===== src/rtl/processor_pkg.sv =====
// Shared ISA definitions for the 16-bit processor: opcodes, ALU selects and
// the controller state encoding shown on the debug display.
package processor_pkg;

    localparam logic [3:0] OP_NOOP  = 4'h0;
    localparam logic [3:0] OP_STORE = 4'h1;
    localparam logic [3:0] OP_LOAD  = 4'h2;
    localparam logic [3:0] OP_ADD   = 4'h3;
    localparam logic [3:0] OP_SUB   = 4'h4;
    localparam logic [3:0] OP_HALT  = 4'h5;

    localparam logic [2:0] ALU_PASS = 3'd0;
    localparam logic [2:0] ALU_ADD  = 3'd1;
    localparam logic [2:0] ALU_SUB  = 3'd2;

    typedef enum logic [3:0] {
        ST_INIT   = 4'd0,
        ST_FETCH  = 4'd1,
        ST_DECODE = 4'd2,
        ST_NOOP   = 4'd3,
        ST_LOAD_A = 4'd4,
        ST_LOAD_B = 4'd5,
        ST_STORE  = 4'd6,
        ST_ADD    = 4'd7,
        ST_SUB    = 4'd8,
        ST_HALT   = 4'd9
    } state_t;

endpackage


===== src/rtl/control_unit.sv =====
// Multi-cycle Moore controller: sequences fetch, decode and execute for the
// six-opcode ISA and drives PC, IR, data-memory, register-file and ALU controls.
module control_unit
    import processor_pkg::*;
(
    input  logic        clock,
    input  logic        reset,
    input  logic [15:0] instruction,
    output logic        pc_clr,
    output logic        pc_up,
    output logic        ir_ld,
    output logic [7:0]  d_addr,
    output logic        d_wr,
    output logic        rf_s,
    output logic [3:0]  rf_w_addr,
    output logic        rf_w_en,
    output logic [3:0]  rf_ra_addr,
    output logic [3:0]  rf_rb_addr,
    output logic [2:0]  alu_s,
    output logic [3:0]  state
);

    state_t state_q, state_d;

    // Only DECODE looks at the opcode, so instruction changes elsewhere cannot redirect sequencing.
    always_comb begin
        state_d = ST_FETCH;
        case (state_q)
            ST_INIT:   state_d = ST_FETCH;
            ST_FETCH:  state_d = ST_DECODE;
            ST_DECODE: begin
                case (instruction[15:12])
                    OP_NOOP:  state_d = ST_NOOP;
                    OP_STORE: state_d = ST_STORE;
                    OP_LOAD:  state_d = ST_LOAD_A;
                    OP_ADD:   state_d = ST_ADD;
                    OP_SUB:   state_d = ST_SUB;
                    OP_HALT:  state_d = ST_HALT;
                    default:  state_d = ST_NOOP;
                endcase
            end
            ST_LOAD_A: state_d = ST_LOAD_B;
            ST_HALT:   state_d = ST_HALT;
            default:   state_d = ST_FETCH;
        endcase
    end

    always_ff @(posedge clock or negedge reset) begin
        if (!reset) begin
            state_q <= ST_INIT;
        end else begin
            state_q <= state_d;
        end
    end

    // Output decode depends only on the state register, so reset forces INIT outputs at once.
    always_comb begin
        pc_clr     = 1'b0;
        pc_up      = 1'b0;
        ir_ld      = 1'b0;
        d_addr     = 8'h00;
        d_wr       = 1'b0;
        rf_s       = 1'b0;
        rf_w_addr  = 4'h0;
        rf_w_en    = 1'b0;
        rf_ra_addr = 4'h0;
        rf_rb_addr = 4'h0;
        alu_s      = ALU_PASS;
        case (state_q)
            ST_INIT: pc_clr = 1'b1;
            ST_FETCH: begin
                ir_ld = 1'b1;
                pc_up = 1'b1;
            end
            // LOAD_A absorbs the synchronous memory read; the register write lands in LOAD_B.
            ST_LOAD_A, ST_LOAD_B: begin
                d_addr    = instruction[11:4];
                rf_s      = 1'b1;
                rf_w_addr = instruction[3:0];
                rf_w_en   = (state_q == ST_LOAD_B);
            end
            ST_STORE: begin
                d_addr     = instruction[7:0];
                rf_ra_addr = instruction[11:8];
                d_wr       = 1'b1;
            end
            ST_ADD, ST_SUB: begin
                rf_ra_addr = instruction[11:8];
                rf_rb_addr = instruction[7:4];
                rf_w_addr  = instruction[3:0];
                rf_w_en    = 1'b1;
                alu_s      = (state_q == ST_ADD) ? ALU_ADD : ALU_SUB;
            end
            default: ;
        endcase
    end

    assign state = state_q;

endmodule


===== config.mk =====
export PLATFORM = sky130hd
export DESIGN_NAME = control_unit
export DESIGN_NICKNAME = d
export VERILOG_FILES = /design/src/rtl/processor_pkg.sv /design/src/rtl/control_unit.sv
export SDC_FILE = /design/constraint.sdc
export NUM_CORES = 1
export LEC_CHECK = 0
export BUFFER_PORTS_ARGS = -buffer_cell sky130_fd_sc_hd__buf_2
export CAP_MARGIN = 40
export CORE_MARGIN = 2
export CORE_UTILIZATION = 37
export DETAILED_ROUTE_END_ITERATION = 8
export PLACE_DENSITY_LB_ADDON = 0.05
export SYNTH_ARGS = -nofsm -noshare
export SYNTH_HDL_FRONTEND = slang
export SYNTH_SLANG_ARGS = --single-unit
export TNS_END_PERCENT = 50

===== constraint.sdc =====
create_clock -name clock -period 4.1 [get_ports clock]
set_clock_uncertainty 0.05 [all_clocks]
set_input_delay 0.41 -clock clock [delete_from_list [all_inputs] [get_ports clock]]
set_output_delay 0.41 -clock clock [all_outputs]
set_load 0.02 [all_outputs]

Yosys cells after proc, flatten, opt, wreduce, memory -nomap -nowiden:

Cells that the tools add are included.

* bits in registers: 4
* output and inout port bits: 33
* word-level logic and storage cells: 32

* eq/ne operators: 13
* mux-type cells: 13
* reduce and logical (&&, ||, !) cells: 5

Operators with widths (count)
* equality test 4 x 3 -> 1 bit (second input constant): 6
* one-hot mux 4 bit (5 select lines): 1
* one-hot mux 4 bit (4 select lines): 1
* one-hot mux 8 bit (2 select lines): 1
* equality test 4 x 2 -> 1 bit (second input constant): 3
* two-way mux 4 bit: 3
* equality test 4 x 1 -> 1 bit (second input constant): 2
* equality test 4 bit (second input constant): 2
* logical NOT 4 bit: 1
* two-way mux 1 bit: 4
* two-way mux 2 bit: 2
* OR reduction 2 bit: 2
* OR reduction 4 bit: 1
* OR reduction 3 bit: 1
* one-hot mux 1 bit (2 select lines): 1

Longest topological paths before layout:

* depth after elaboration: 3
* mapped depth: 4
* gate-level depth less buffers: 3

Worst setup path before layout:

Ideal clock, no wire load.

* path type: reg-to-output
* start: register state_q[2], in the netlist state[2]
* end: output d_addr[0]
* arrival: 1.639 ns
* required time: 3.640 ns
* slack: 2.001 ns
* cell stages (with the launch flop): 5
* path buffers: 1
* cell sequence: dfrtp_1 buf_2 nand2b_1 nor2_1 a22o_1

* longest elaborated chain between the ends: 3
* elaborated cells on any way between the ends: 5

RTL lines
* start, declared: RTL line control_unit.sv:23 `state_t state_q, state_d;`
* start signal, assigned: RTL line control_unit.sv:52 `state_q <= state_d;`
* equality test 4 x 3 -> 1 bit: RTL line control_unit.sv:69 `case (state_q)`
* OR reduction 2 bit: RTL line control_unit.sv:69
* one-hot mux 8 bit (2 select lines) (*): RTL line control_unit.sv:69
* end, declared: RTL line control_unit.sv:12 `output logic [7:0] d_addr,`

Every way passes the cells marked *; elsewhere a longest branch is shown, timed or not.

Worst setup path in the final report:

* start: register state_q[3], in the netlist state[3]
* end: output d_addr[2]

Same word-level chain as after synthesis.

==> run metrics <==
Reg2Reg Setup Slack=2.53 ns; post-route ant nets=0; Syn Inst Count=65; number of synthesized register bits=4; Placement Setup Slack=2.120 ns; total of max-cap violations=0; Die Area=1667 sq um; die span in x=40.83 microns; worst skew pair latency=0.23 ns; Synth area leader=dfrtp_1; minimum clock period after layout=2.237 ns; starting density of the core=39.05%; Ports=51; Die H=40.83 microns; clk slew on worst S/H paths=0.04 ns; Synth top area share=19.95%; post-synthesis cell area=501.7 sq um; CTS root buffer=clkbuf_4; CTS tree=done; Slew @ Worst Pin=0.5530 ns; FP Rows=13; Wirelength per Cell=11.20 microns; Slowest-stage cell, CP=dfrtp_1; critical path type=reg -> out; fin crit share=54.57%; initial antenna violation count=0; Setup crit end kind=primary output; Max Fclk=447.0 MHz; final net count=133; CP startpoint kind=flop; first-pass GRT wire length=1.794 mm; Hold Vio Cnt, Final=0; CP Data Arrival Time=1.78 ns; remaining global-route overflow=0; PortBufs=49; Layout area overhead=52.12%; post-DP HPWL=1.158 mm; Vias/cell=4.953; PnR worst setup slack=1.863 ns; number of setup violations in the final report=0; Iter 0 DRT Violations=3; fin. max-slew vios=0; YS warnings=0; via count=634; largest net degree at the start of global routing=14; post-synth cell types=31; Post-CTS Resized=0; placer congestion estimate=0.7755; CP required=3.64 ns; # fillers=130; pwr dens=385.8 nW/um^2; Largest register FFs=4; top post-synthesis cells by area=dfrtp_1 20%, a22o_1 14%, and2_1 10%; sum of negative setup slack=0 ns; Core Footprint=1285 sq um; share of cells above drive strength 1=48.67%; post-synthesis average cell area=7.719 sq um; Leakage=0.4589 nW; Clock Path Buffers=2; crit path cell chain=nand2b_1 > nor3_2 > a22o_1 > buf_2; RSZ-0062 raised after global routing=false; Max IR drop VDD=0.2669 mV; Rel. slew slack=63.00%; CP max FO=13; # clock sinks=4; total global-route track usage=16.16%; number of H-tree levels=1; Power Total=0.2945 mW; vias in the first global route=399; DR DRC count=0; TritonRoute pass-1 iters=4; Min-Delay Path Class=in -> reg; Seq/Total Area, Yosys=19.95%; CTS Buf Count=3; status=finished, final reports clean; diode count=0; Synthesized Nets=83; routed wire length=1.433 mm; Max stage delay on crit path=0.50 ns
[final timing paths]
kind                            depth (start not counted)             from         to
worst min register to register                          1         state[2]   state[3]
worst min-delay path                                    3  instruction[13]   state[0]
worst max-delay path                                    4         state[3]  d_addr[2]
max in group asynchronous                               2            reset   state[3]
worst max register to register                          3         state[0]   state[3]
min in group asynchronous                               2            reset   state[0]
[placed cells by master, fill, tap and decap left out, drive strengths merged, types with 2 or more instances in the layout]
master	count
dfrtp	4
nor3	2
nand3	2
and3	4
clkbuf	3
a211oi	2
or3b	2
nand2b	5
a22o	8
o21ai	4
buf	49
inv	2
nand2	4
nor2	2
and2	8
[metrics by stage]
step,instances,area (sq um),utilization (%),hold WS [ns]
2_1_floorplan,65,501.7,-,0.06441
3_3_place_gp,124,730.7,56.86,0.1674
3_5_place_dp,124,730.7,56.86,0.1691
4_1_cts,128,763.2,59.40,0.4109
5_1_grt,128,763.2,59.40,0.4448
6_report,128,763.2,59.40,0.4227
[Yosys cell counts]
cell and n:
a211oi_1 2, o21ai_0 2, and2_1 8, dfrtp_1 4
nand3_1 2, nand2b_1 5, xnor2_1 1, nor3_2 1
nor4_1 1, or4b_4 1, nor4b_1 1, clkbuf_1 1
a21oi_1 1, buf_4 2, o21ai_1 2, a311oi_1 1
buf_2 1, or3b_2 1, nand3b_1 1, nand2_1 4
nor2_1 2, buf_6 1, inv_1 2, a22o_1 8
nor2b_1 1, and3_1 4, conb_1 1, o211ai_1 1
or3_1 1, or3b_1 1, nor3_1 1
[where the power goes]
| group | internal [mW] | switching (mW) | total, mW |
|---|---|---|---|
| combinational | 0.0640 | 0.104 | 0.168 |
| clock | 0.0327 | 0.0152 | 0.0479 |
| sequential | 0.0506 | 0.0284 | 0.0790 |
| total | 0.147 | 0.147 | 0.294 |
[critical path, delay by kind of cell (launching register included)]
kind                   cells  cell delay [ns]
and+or+nand+nor            2             0.69
DFF                        1             0.50
AOI/OAI and AO/OA          1             0.20
buffers and inverters      1             0.16
[kinds of logic after synthesis]
group / after synthesis / synth area share [%]
buffers and inverters: 7 / 8.477
XOR/XNOR: 1 / 1.746
AO/OA/AOI/OAI: 17 / 25.19
other: 1 / 0.7474
flip-flops: 4 / 19.95
AND/OR/NAND/NOR: 35 / 43.89
[timing repair]
item | CTS | global route
setup buffers | 0 | 0
hold buffers | 1 | 0
hold endpoints to repair | 4 | 0
[per-layer routing]
| metal | global-route usage [%] | vias to the layer above | wire (microns) | part of all wire (%) |
|---|---|---|---|---|
| met2 | 19.53 | 27 | 639 | 45 |
| met1 | 25.73 | 272 | 673 | 47 |
| met5 | 0 | - | 0 | 0 |
| met4 | 10.00 | 0 | 0 | 0 |
| met3 | 1.630 | 0 | 120 | 8.4 |
| li1 | - | 335 | - | - |
[area by class of cell]
| class | instances | area (sq um) | area share, % |
|---|---|---|---|
| clock buffer | 3 | 22.52 | 2.951 |
| inverter | 2 | 7.507 | 0.9836 |
| multi-input combinational | 54 | 359.1 | 47.05 |
| sequential | 4 | 100.1 | 13.11 |
| tap | 15 | 18.77 | 2.459 |
| timing repair buffer | 50 | 255.2 | 33.44 |
Note: power is estimated with default switching activity, not from simulation.
